**src/rtl/fle_pkg.sv**
```systemverilog
// Shared types and configuration field layout for the fracturable logic element.
package fle_pkg;

    typedef enum logic [1:0] {
        UNCONF  = 2'd0,
        LOADING = 2'd1,
        READY   = 2'd2
    } cfg_state_t;

    // Mode-bit offsets above the 2^K-entry LUT table.
    localparam int CFG_FRAC        = 0;
    localparam int CFG_REG_SEL0    = 1;
    localparam int CFG_REG_SEL1    = 2;
    localparam int CFG_FF_IN_SEL0  = 3;
    localparam int CFG_FF_IN_SEL1  = 4;
    localparam int CFG_MODE_BITS   = 5;

    function automatic int cfg_bits(input int k);
        return (1 << k) + CFG_MODE_BITS;
    endfunction

    function automatic int cfg_field(input int k, input int offset);
        return (1 << k) + offset;
    endfunction

endpackage

```
**src/rtl/fle_ccff_chain.sv**
```systemverilog
// Configuration shift chain with load-length tracking; declares the element
// ready only after a full-length (or longer) shift burst.
module fle_ccff_chain
    import fle_pkg::*;
#(
    parameter int LUT_K = 4,
    localparam int CFG_BITS = cfg_bits(LUT_K)
) (
    input  logic                fle_clk,
    input  logic                fle_reset_n,
    input  logic                ccff_en,
    input  logic                ccff_head,
    output logic [CFG_BITS-1:0] cfg,
    output logic                ccff_tail,
    output logic                cfg_ready
);

    localparam int CNT_W = $clog2(CFG_BITS + 1);
    localparam logic [CNT_W-1:0] CNT_MAX = CNT_W'(CFG_BITS);

    cfg_state_t       state, state_next;
    logic [CNT_W-1:0] count, count_next;

    always_ff @(posedge fle_clk or negedge fle_reset_n) begin
        if (!fle_reset_n) begin
            cfg   <= '0;
            state <= UNCONF;
            count <= '0;
        end else begin
            state <= state_next;
            count <= count_next;
            if (ccff_en)
                cfg <= {cfg[CFG_BITS-2:0], ccff_head};
        end
    end

    // The edge that leaves UNCONF/READY already shifts a bit, so the fresh
    // count starts at one rather than zero.
    always_comb begin
        state_next = state;
        count_next = count;
        case (state)
            UNCONF, READY: begin
                if (ccff_en) begin
                    state_next = LOADING;
                    count_next = CNT_W'(1);
                end
            end
            LOADING: begin
                if (ccff_en) begin
                    if (count != CNT_MAX)
                        count_next = count + 1'b1;
                end else begin
                    state_next = (count == CNT_MAX) ? READY : UNCONF;
                end
            end
            default: state_next = UNCONF;
        endcase
    end

    assign ccff_tail = cfg[CFG_BITS-1];
    assign cfg_ready = (state == READY);

endmodule

```
**src/rtl/fle_frac_param.sv**
```systemverilog
// Fracturable K-input logic element: one K-LUT or two (K-1)-LUTs, two output
// flip-flops with register-chain and scan paths, outputs gated until configured.
module fle_frac_param
    import fle_pkg::*;
#(
    parameter int LUT_K = 4
) (
    input  logic             fle_clk,
    input  logic             fle_reset_n,
    input  logic             Test_en,
    input  logic [LUT_K-1:0] fle_in,
    input  logic             fle_reg_in,
    input  logic             fle_sc_in,
    input  logic             ccff_en,
    input  logic             ccff_head,
    output logic [1:0]       fle_out,
    output logic             fle_reg_out,
    output logic             fle_sc_out,
    output logic             ccff_tail,
    output logic             cfg_ready
);

    localparam int CFG_BITS = cfg_bits(LUT_K);
    localparam int TBL_SIZE = 1 << LUT_K;
    localparam int IDX_FRAC       = cfg_field(LUT_K, CFG_FRAC);
    localparam int IDX_REG_SEL0   = cfg_field(LUT_K, CFG_REG_SEL0);
    localparam int IDX_REG_SEL1   = cfg_field(LUT_K, CFG_REG_SEL1);
    localparam int IDX_FF_IN_SEL0 = cfg_field(LUT_K, CFG_FF_IN_SEL0);
    localparam int IDX_FF_IN_SEL1 = cfg_field(LUT_K, CFG_FF_IN_SEL1);

    logic [CFG_BITS-1:0] cfg;
    logic [TBL_SIZE-1:0] lut_table;
    logic                frac, reg_sel0, reg_sel1, ff_in_sel0, ff_in_sel1;
    logic [LUT_K-1:0]    lo_idx, hi_idx;
    logic                lut_lo, lut_hi, lut_full, lut0, lut1;
    logic                ff0_q, ff1_q, ff0_d, ff1_d;

    fle_ccff_chain #(
        .LUT_K (LUT_K)
    ) u_ccff_chain (
        .fle_clk     (fle_clk),
        .fle_reset_n (fle_reset_n),
        .ccff_en     (ccff_en),
        .ccff_head   (ccff_head),
        .cfg         (cfg),
        .ccff_tail   (ccff_tail),
        .cfg_ready   (cfg_ready)
    );

    assign lut_table  = cfg[TBL_SIZE-1:0];
    assign frac       = cfg[IDX_FRAC];
    assign reg_sel0   = cfg[IDX_REG_SEL0];
    assign reg_sel1   = cfg[IDX_REG_SEL1];
    assign ff_in_sel0 = cfg[IDX_FF_IN_SEL0];
    assign ff_in_sel1 = cfg[IDX_FF_IN_SEL1];

    // The table splits into a low and high half selected by the top input.
    assign lo_idx   = {1'b0, fle_in[LUT_K-2:0]};
    assign hi_idx   = {1'b1, fle_in[LUT_K-2:0]};
    assign lut_lo   = lut_table[lo_idx];
    assign lut_hi   = lut_table[hi_idx];
    assign lut_full = fle_in[LUT_K-1] ? lut_hi : lut_lo;
    assign lut0     = frac ? lut_lo : lut_full;
    assign lut1     = lut_hi;

    assign ff0_d = ff_in_sel0 ? fle_reg_in : lut0;
    assign ff1_d = ff_in_sel1 ? ff0_q : lut1;

    // Scan wins in any config state; functional capture only when configured
    // and not reloading.
    always_ff @(posedge fle_clk or negedge fle_reset_n) begin
        if (!fle_reset_n) begin
            ff0_q <= 1'b0;
            ff1_q <= 1'b0;
        end else if (Test_en) begin
            ff0_q <= fle_sc_in;
            ff1_q <= ff0_q;
        end else if (cfg_ready && !ccff_en) begin
            ff0_q <= ff0_d;
            ff1_q <= ff1_d;
        end
    end

    always_comb begin
        fle_out = 2'b00;
        if (cfg_ready && !Test_en) begin
            fle_out[0] = reg_sel0 ? ff0_q : lut0;
            fle_out[1] = reg_sel1 ? ff1_q : lut1;
        end
    end

    assign fle_reg_out = ff1_q;
    assign fle_sc_out  = ff1_q;

endmodule

```
**config.mk**
```make
export PLATFORM = sky130hd
export DESIGN_NAME = fle_frac_param
export DESIGN_NICKNAME = d
export VERILOG_FILES = /design/src/rtl/fle_pkg.sv /design/src/rtl/fle_ccff_chain.sv /design/src/rtl/fle_frac_param.sv
export SDC_FILE = /design/constraint.sdc
export NUM_CORES = 1
export LEC_CHECK = 0
export CAP_MARGIN = 10
export CORE_MARGIN = 2
export CORE_UTILIZATION = 58
export CTS_CLUSTER_DIAMETER = 200
export DETAILED_ROUTE_END_ITERATION = 12
export GPL_TIMING_DRIVEN = 0
export HOLD_SLACK_MARGIN = 0.03
export PLACE_DENSITY = 0.82
export REMOVE_ABC_BUFFERS = 1
export SLEW_MARGIN = 20
export SYNTH_ARGS = -nofsm -noshare
export SYNTH_HDL_FRONTEND = slang
export SYNTH_SLANG_ARGS = --single-unit
```
**constraint.sdc**
```tcl
create_clock -name fle_clk -period 3.85 [get_ports fle_clk]
set_input_delay 0.77 -clock fle_clk [delete_from_list [all_inputs] [get_ports fle_clk]]
set_output_delay 0.77 -clock fle_clk [all_outputs]
set_load 0.005 [all_outputs]
```
==> results of run 1 <==
## flip-flops by register name, indices dropped and copies added, names as in the netlist
name / cells
u_ccff_chain.cfg: 21
u_ccff_chain.count: 5
fle_reg_out: 1
u_ccff_chain.state: 2
ff0_q: 1
## worst register-to-register path: cells and delay by family, from the launching register on
family,cells,cell delay (ns)
and+or+nand+nor,1,0.13
adders and majority gates,1,0.14
DFF,1,0.41
AOI/OAI and AO/OA,3,0.97
buffers and inverters,1,0.07
## final timing paths
kind | end | slack (ns) | depth (start not counted) | start
setup / recovery | fle_out[0] | 0.13 | 6 | fle_in[0]
hold / removal | u_ccff_chain.cfg[20] | 0.45 | 1 | fle_reset_n
setup reg to reg | u_ccff_chain.count[3] | 2.03 | 6 | u_ccff_chain.count[1]
hold reg to reg | u_ccff_chain.cfg[10] | 0.53 | 1 | u_ccff_chain.cfg[9]
max in group asynchronous | u_ccff_chain.cfg[9] | 2.97 | 1 | fle_reset_n
min in group fle_clk | u_ccff_chain.cfg[10] | 0.53 | 1 | u_ccff_chain.cfg[9]
## metrics by stage
stage / instance area, um2 / std cells
floorplan: 1430 / 109
global placement: 1630 / 155
detailed placement: 1630 / 155
CTS: 1680 / 161
global route: 1680 / 161
finish: 1680 / 161
## power groups by stage
stage	combinational, uW	clock, uW	sequential (uW)
6_report	233	177	496
5_1_grt	259	204	510
4_1_cts	237	183	496
3_5_place_dp	235	0	503
3_3_place_gp	223	0	493
2_1_floorplan	174	0	474
## cells in the final DEF, fill, tap and decap left out, types with 3 or more instances in the layout
cell type | synthesis | layout
clkdlybuf4s50_1 | 0 | 15
nor2_1 | 4 | 4
o21ai_0 | 7 | 7
dfrtp_1 | 30 | 30
mux2i_1 | 3 | 3
mux2_2 | 20 | 20
inv_1 | 6 | 6
nand3_1 | 3 | 3
clkbuf_4 | 0 | 5
nand2_1 | 4 | 4
## cell families after synthesis
group,count (synthesis),synth area share
AO/OA/AOI/OAI,21,0.0960
adder cells (fa/ha/maj),2,0.0171
buffers and inverters,10,0.0334
flip-flops,30,0.514
multiplexers,28,0.257
AND/OR/NAND/NOR,22,0.0823
## layer usage
metal  track usage  wire, um  vias to the layer above
li1              -         -                      450
met1         0.231      1040                      455
met2         0.345      1290                       32
met3         0.103       111                        8
met4         0.113        79                        0
met5             0         0                        -
## cell type report
| cell class | count | share of cell area |
|---|---|---|
| multi-input combinational | 73 | 0.394 |
| clock buffer | 6 | 0.0306 |
| tap | 30 | 0.0224 |
| sequential | 30 | 0.447 |
| timing repair buffer | 16 | 0.0925 |
| inverter | 6 | 0.0134 |
==> run_results.csv, run 1 <==
group,metric,value,unit
run_status,status,"complete, no violations",
grt,gr-usage-all-layers,0.214,
drt,drt_pass1_iterations,4,
layout,layout.area.seq,751,um2
clock_network,cts-root-buf,"clkbuf_4",
clock_network,cts_resized,0,
critical_path,worstPathMaxFanout,3,
power_and_ir_drop,swShare,0.286,
logic_synthesis,synth_area,1460,um2
power_and_ir_drop,sequentialPowerShare,0.548,
critical_path,end_kind,"output port",
power_and_ir_drop,power.combinational.fraction,0.258,
place,io_buffers,16,
timing,layout_worst_path_cycle_share,0.967,
die,die_width,54.2,um
power_and_ir_drop,clock_power_share,0.195,
grt,grt_pass1_wl,4140,um
power_and_ir_drop,finalPower,906,uW
place,detailed_place_hpwl,1810,um
logic_synthesis,synth_sequential_area_ratio,0.514,
timing,final-max-slew-violation-count,0,
logic_synthesis,yosys-top-cells-area,"dfrtp_1 51%, mux2_2 15%, mux4_1 3.6%, mux4_2 3.1%, o21ai_0 2.4%",
timing,setup_repair_after_global_routing_missed_its_margin,"no",
power_and_ir_drop,p_int,647,uW
place,finalWeightedCongestion,0.679,
layout,postLayoutCoreUtil,0.690,
logic_synthesis,synth.most_common_cell,"dfrtp_1",
critical_path,timing.critical_path.arrival,2.95,ns
critical_path,cp_num_buf_inv,2,
die,initial_core_util,0.600,
critical_path,crit_path_start_kind,"input pin",
layout,final_layout_size_suffix_gt1_frac,0.252,
clock_network,clock_sinks,30,
logic_synthesis,proportion_of_netlist_area_held_by_the_largest_area_contributor,0.514,
logic_synthesis,synthesis.area_per_instance,12.9,um2
power_and_ir_drop,max-vdd-ir-drop,438,uV
critical_path,worst_setup_path_type,"input pin to output port",
grt,grt_start_max_net_pins,31,
timing,timing.clock.skew,0.0136,ns
drt,drtAntennaViolNets,0,
logic_synthesis,netlist_top_cells_count,"30 x dfrtp_1, 20 x mux2_2, 7 x o21ai_0",
layout,area_of_the_multi_input_gates,661,um2
drt,post_drt_via_cell_ratio,5.87,
clock_network,cts_hold_repair.buffers,0,
critical_path,crit_required,3.08,ns
grt,grt-ovfl-total,0,
drt,wire_per_inst,15.7,um
timing,max_slew.worst_pin.slew,1.03,ns
flow_run,max_cap_violations,0,
clock_network,cts_setup_buffers,0,
layout,final_nets,145,
min_path,timing.hold.worst.class,"input pin to async pin",
die,die_h,54.2,um
clock_network,clkLatencyLatePin,0.32,ns
logic_synthesis,proportion_of_synthesized_flip_flops_having_asynchronous_set_or_reset,1.00,
logic_synthesis,synthFlopType,"dfrtp_1",
layout,final.fill_count,177,
drt,dr_total_vias,945,
layout,diodes,0,
power_and_ir_drop,power.net_switching,259,uW
power_and_ir_drop,power-per-cell-area,540,nW/um2
die,fp-row-count,18,
clock_network,tritoncts.num_buffers,5,
logic_synthesis,netlist_instances,113,
timing,layout_setup_ws,0.126,ns
critical_path,max_stage_delay,0.64,ns
critical_path,worstPathCellList,"clkdlybuf4s50_1 -> mux4_1 -> mux2i_4 -> mux2i_1 -> o21a_1 -> clkdlybuf4s50_1",
clock_network,largest_buffer_count_on_any_clock_path,2,
drt,drtIter0Drc,16,
die,die_area,2930,um2
drt,drc_errors,0,
logic_synthesis,ys_types,34,
timing,report.final.setup_viol,0,
die,pin_count,17,
timing,relSlewSlack,0.311,
place,dpl_worst_slack,0.133,ns
logic_synthesis,yosysWarningCount,0,
grt,grt_pass1_vias,949,
timing,fin_hold_ws,0.455,ns
clock_network,clkSlewWorstSetupHoldPaths,0.09,ns
drt,drt_wl_total,2520,um
power_and_ir_drop,leakage,0.000721,uW
layout,area_delta_synth_final,14.9,%
timing,layout_min_cycle_time,3.72,ns
logic_synthesis,synth-seq-cells,30,
timing,max_freq,0.269,GHz
logic_synthesis,synth_largest_area_cell,"dfrtp_1",
clock_network,cts_tree,"built",
critical_path,critical-path-slowest-cell,"mux4_1",
clock_network,htreeDepth,2,
critical_path,critPathMostFrequentCell,"clkdlybuf4s50_1",
timing,report.final.hold_viol_count,0,
timing,finalSetupTns,0,ns
grt,antenna_found_initial,0,
die,core,2430,um2
critical_path,critical_path.top_delay_family,"buffers and inverters",
logic_synthesis,synth_edf_count,0,
Power figures use the tool's default switching activity.
==> inputs of run 2 (changes only) <==
Settings changed: CORE_UTILIZATION 58 to 54, PLACE_DENSITY 0.82 to 0.77.
Clock period 3.85 ns to 3.6 ns, I/O delays scaled along.
==> run_results.csv, run 2 (synthesis gave the netlist of run 1 again) <==
group,metric,value,unit
die,initial_core_util,0.579,
critical_path,crit_path_depth,6,
grt,grt_pass1_vias,973,
timing,layout_min_cycle_time,3.48,ns
critical_path,end_kind,"output port",
place,io_buffers,16,
timing,fin_hold_ws,0.412,ns
critical_path,critical-path-slowest-cell,"clkdlybuf4s50_1",
die,pin_count,17,
grt,antenna_found_initial,0,
run_status,status,"complete, no violations",
die,fp-row-count,18,
critical_path,cp_num_buf_inv,2,
clock_network,clkLatencyLatePin,0.32,ns
clock_network,cts_hold_repair.buffers,0,
clock_network,tritoncts.num_buffers,5,
critical_path,worstPathMaxFanout,3,
timing,timing.clock.skew,0.00706,ns
layout,mostFrequentLayoutCells,"30 x dfrtp_1, 20 x mux2_2, 13 x clkdlybuf4s50_1",
critical_path,setup.reg_to_reg.worst_slack,1.93,ns
power_and_ir_drop,power-per-cell-area,572,nW/um2
critical_path,worst_setup_path_type,"input pin to output port",
drt,met2_length,1180,um
layout,instances_no_fill,162,
critical_path,crit_required,2.88,ns
drt,met1_wire_length,1120,um
drt,top_layer,"met4",
min_path,timing.hold.worst.class,"input pin to async pin",
layout,diodes,0,
drt,dr_total_vias,951,
timing,report.final.hold_viol_count,0,
critical_path,max_stage_delay,0.62,ns
drt,drt_wl_total,2450,um
drt,drtAntennaViolNets,0,
timing,max_freq,0.287,GHz
timing,setup_repair_after_global_routing_missed_its_margin,"no",
timing,max_slew.worst_pin.slew,0.640,ns
critical_path,critical_path.top_delay_family,"buffers and inverters",
layout,final_layout_size_suffix_gt1_frac,0.258,
layout,largestRegisters,"u_ccff_chain.cfg: 21 flops, u_ccff_chain.count: 5 flops, u_ccff_chain.state: 2 flops",
die,die_h,56,um
place,finalWeightedCongestion,0.849,
drt,met3WireLength,123,um
grt,grt-ovfl-total,0,
drt,drtIter0Drc,31,
clock_network,htreeDepth,2,
timing,finalSetupTns,0,ns
critical_path,crit_path_start_kind,"input pin",
critical_path,r2r.worst_path.cells,4,
timing,relSlewSlack,0.573,
grt,grt_start_max_net_pins,31,
timing,final-max-slew-violation-count,0,
critical_path,worstPathCellList,"clkdlybuf4s50_1 -> mux4_2 -> mux2i_1 -> mux2i_1 -> o21a_1 -> clkdlybuf4s50_1",
drt,post_drt_via_cell_ratio,5.87,
flow_run,max_cap_violations,0,
critical_path,worstReg2RegStart,"u_ccff_chain.cfg[9]",
layout,final_nets,145,
clock_network,cts_tree,"built",
drt,drt_pass1_iterations,4,
place,detailed_place_hpwl,1700,um
grt,gr-usage-all-layers,0.182,
grt,grt_pass1_wl,4340,um
layout,registers.top_by_ff_count,"u_ccff_chain.cfg",
critical_path,timing.critical_path.arrival,2.76,ns
timing,layout_worst_path_cycle_share,0.967,
drt,drc_errors,0,
power_and_ir_drop,max-vdd-ir-drop,407,uV
die,die_width,56,um
clock_network,clock_sinks,30,
layout,largest_register_ffs,21,
layout,postLayoutCoreUtil,0.660,
layout,area_delta_synth_final,14.1,%
critical_path,capturing_point_of_the_worst_reg2reg_path,"ff0_q",
timing,report.final.setup_viol,0,
power_and_ir_drop,leakage,0.000720,uW
die,die_area,3140,um2
clock_network,largest_buffer_count_on_any_clock_path,2,
critical_path,critical_path.startpoint,"fle_in[1]",
clock_network,cts-root-buf,"clkbuf_4",
drt,wire_per_inst,15.1,um
die,core,2520,um2
timing,layout_setup_ws,0.118,ns
clock_network,clkSlewWorstSetupHoldPaths,0.08,ns
place,post-place-cells,155,
place,dpl_worst_slack,0.0371,ns
layout,layout_commonest_cell,"dfrtp_1",
run 2: cell types whose count changed in the layout (fill, tap and decap cells not counted), sizes merged:
cell           change
clkbuf             +1
clkdlybuf4s50      -2
dlymetal6s2s       +1
buf                +1
run 2: report_power, final:
part,switching (uW),internal [uW]
combinational,85.4,159
sequential,86.0,445
clock,104,73.5
total,276,677
run 2: worst max-delay path by stage:
| stage | to | slack (ns) |
|---|---|---|
| after global placement | fle_out[0] | 0.04 |
| after floorplan | fle_out[0] | 1.15 |
| final | fle_out[0] | 0.12 |
| after detailed placement | fle_out[0] | 0.04 |
| after CTS | fle_out[0] | 0.03 |
| after global routing | fle_out[0] | 0.06 |
run 2: timing repair:
action                                  4_1_cts  5_1_grt
buffers inserted                              0        0
gates resized for setup                       0        2
endpoints found under the setup margin        0        1
run 2: stage by stage:
step                      instance area, um2  total power (uW)
after floorplan                         1430               692
after global placement                  1630               767
after detailed placement                1630               781
after CTS                               1670               961
after global routing                    1670              1020
final                                   1670               952
run 2: area by class of cell:
cell class                 instances  area, um2
fill                             207        857
timing repair buffer              16        153
sequential                        30        751
clock buffer                       7       45.0
inverter                           6       22.5
multi-input combinational         73        657
tap                               30       37.5
run 2: routing by layer:
layer | GRT usage | vias up
li1 | - | 450
met1 | 0.222 | 472
met2 | 0.279 | 26
met3 | 0.0791 | 3
met4 | 0.0782 | 0
met5 | 0 | -
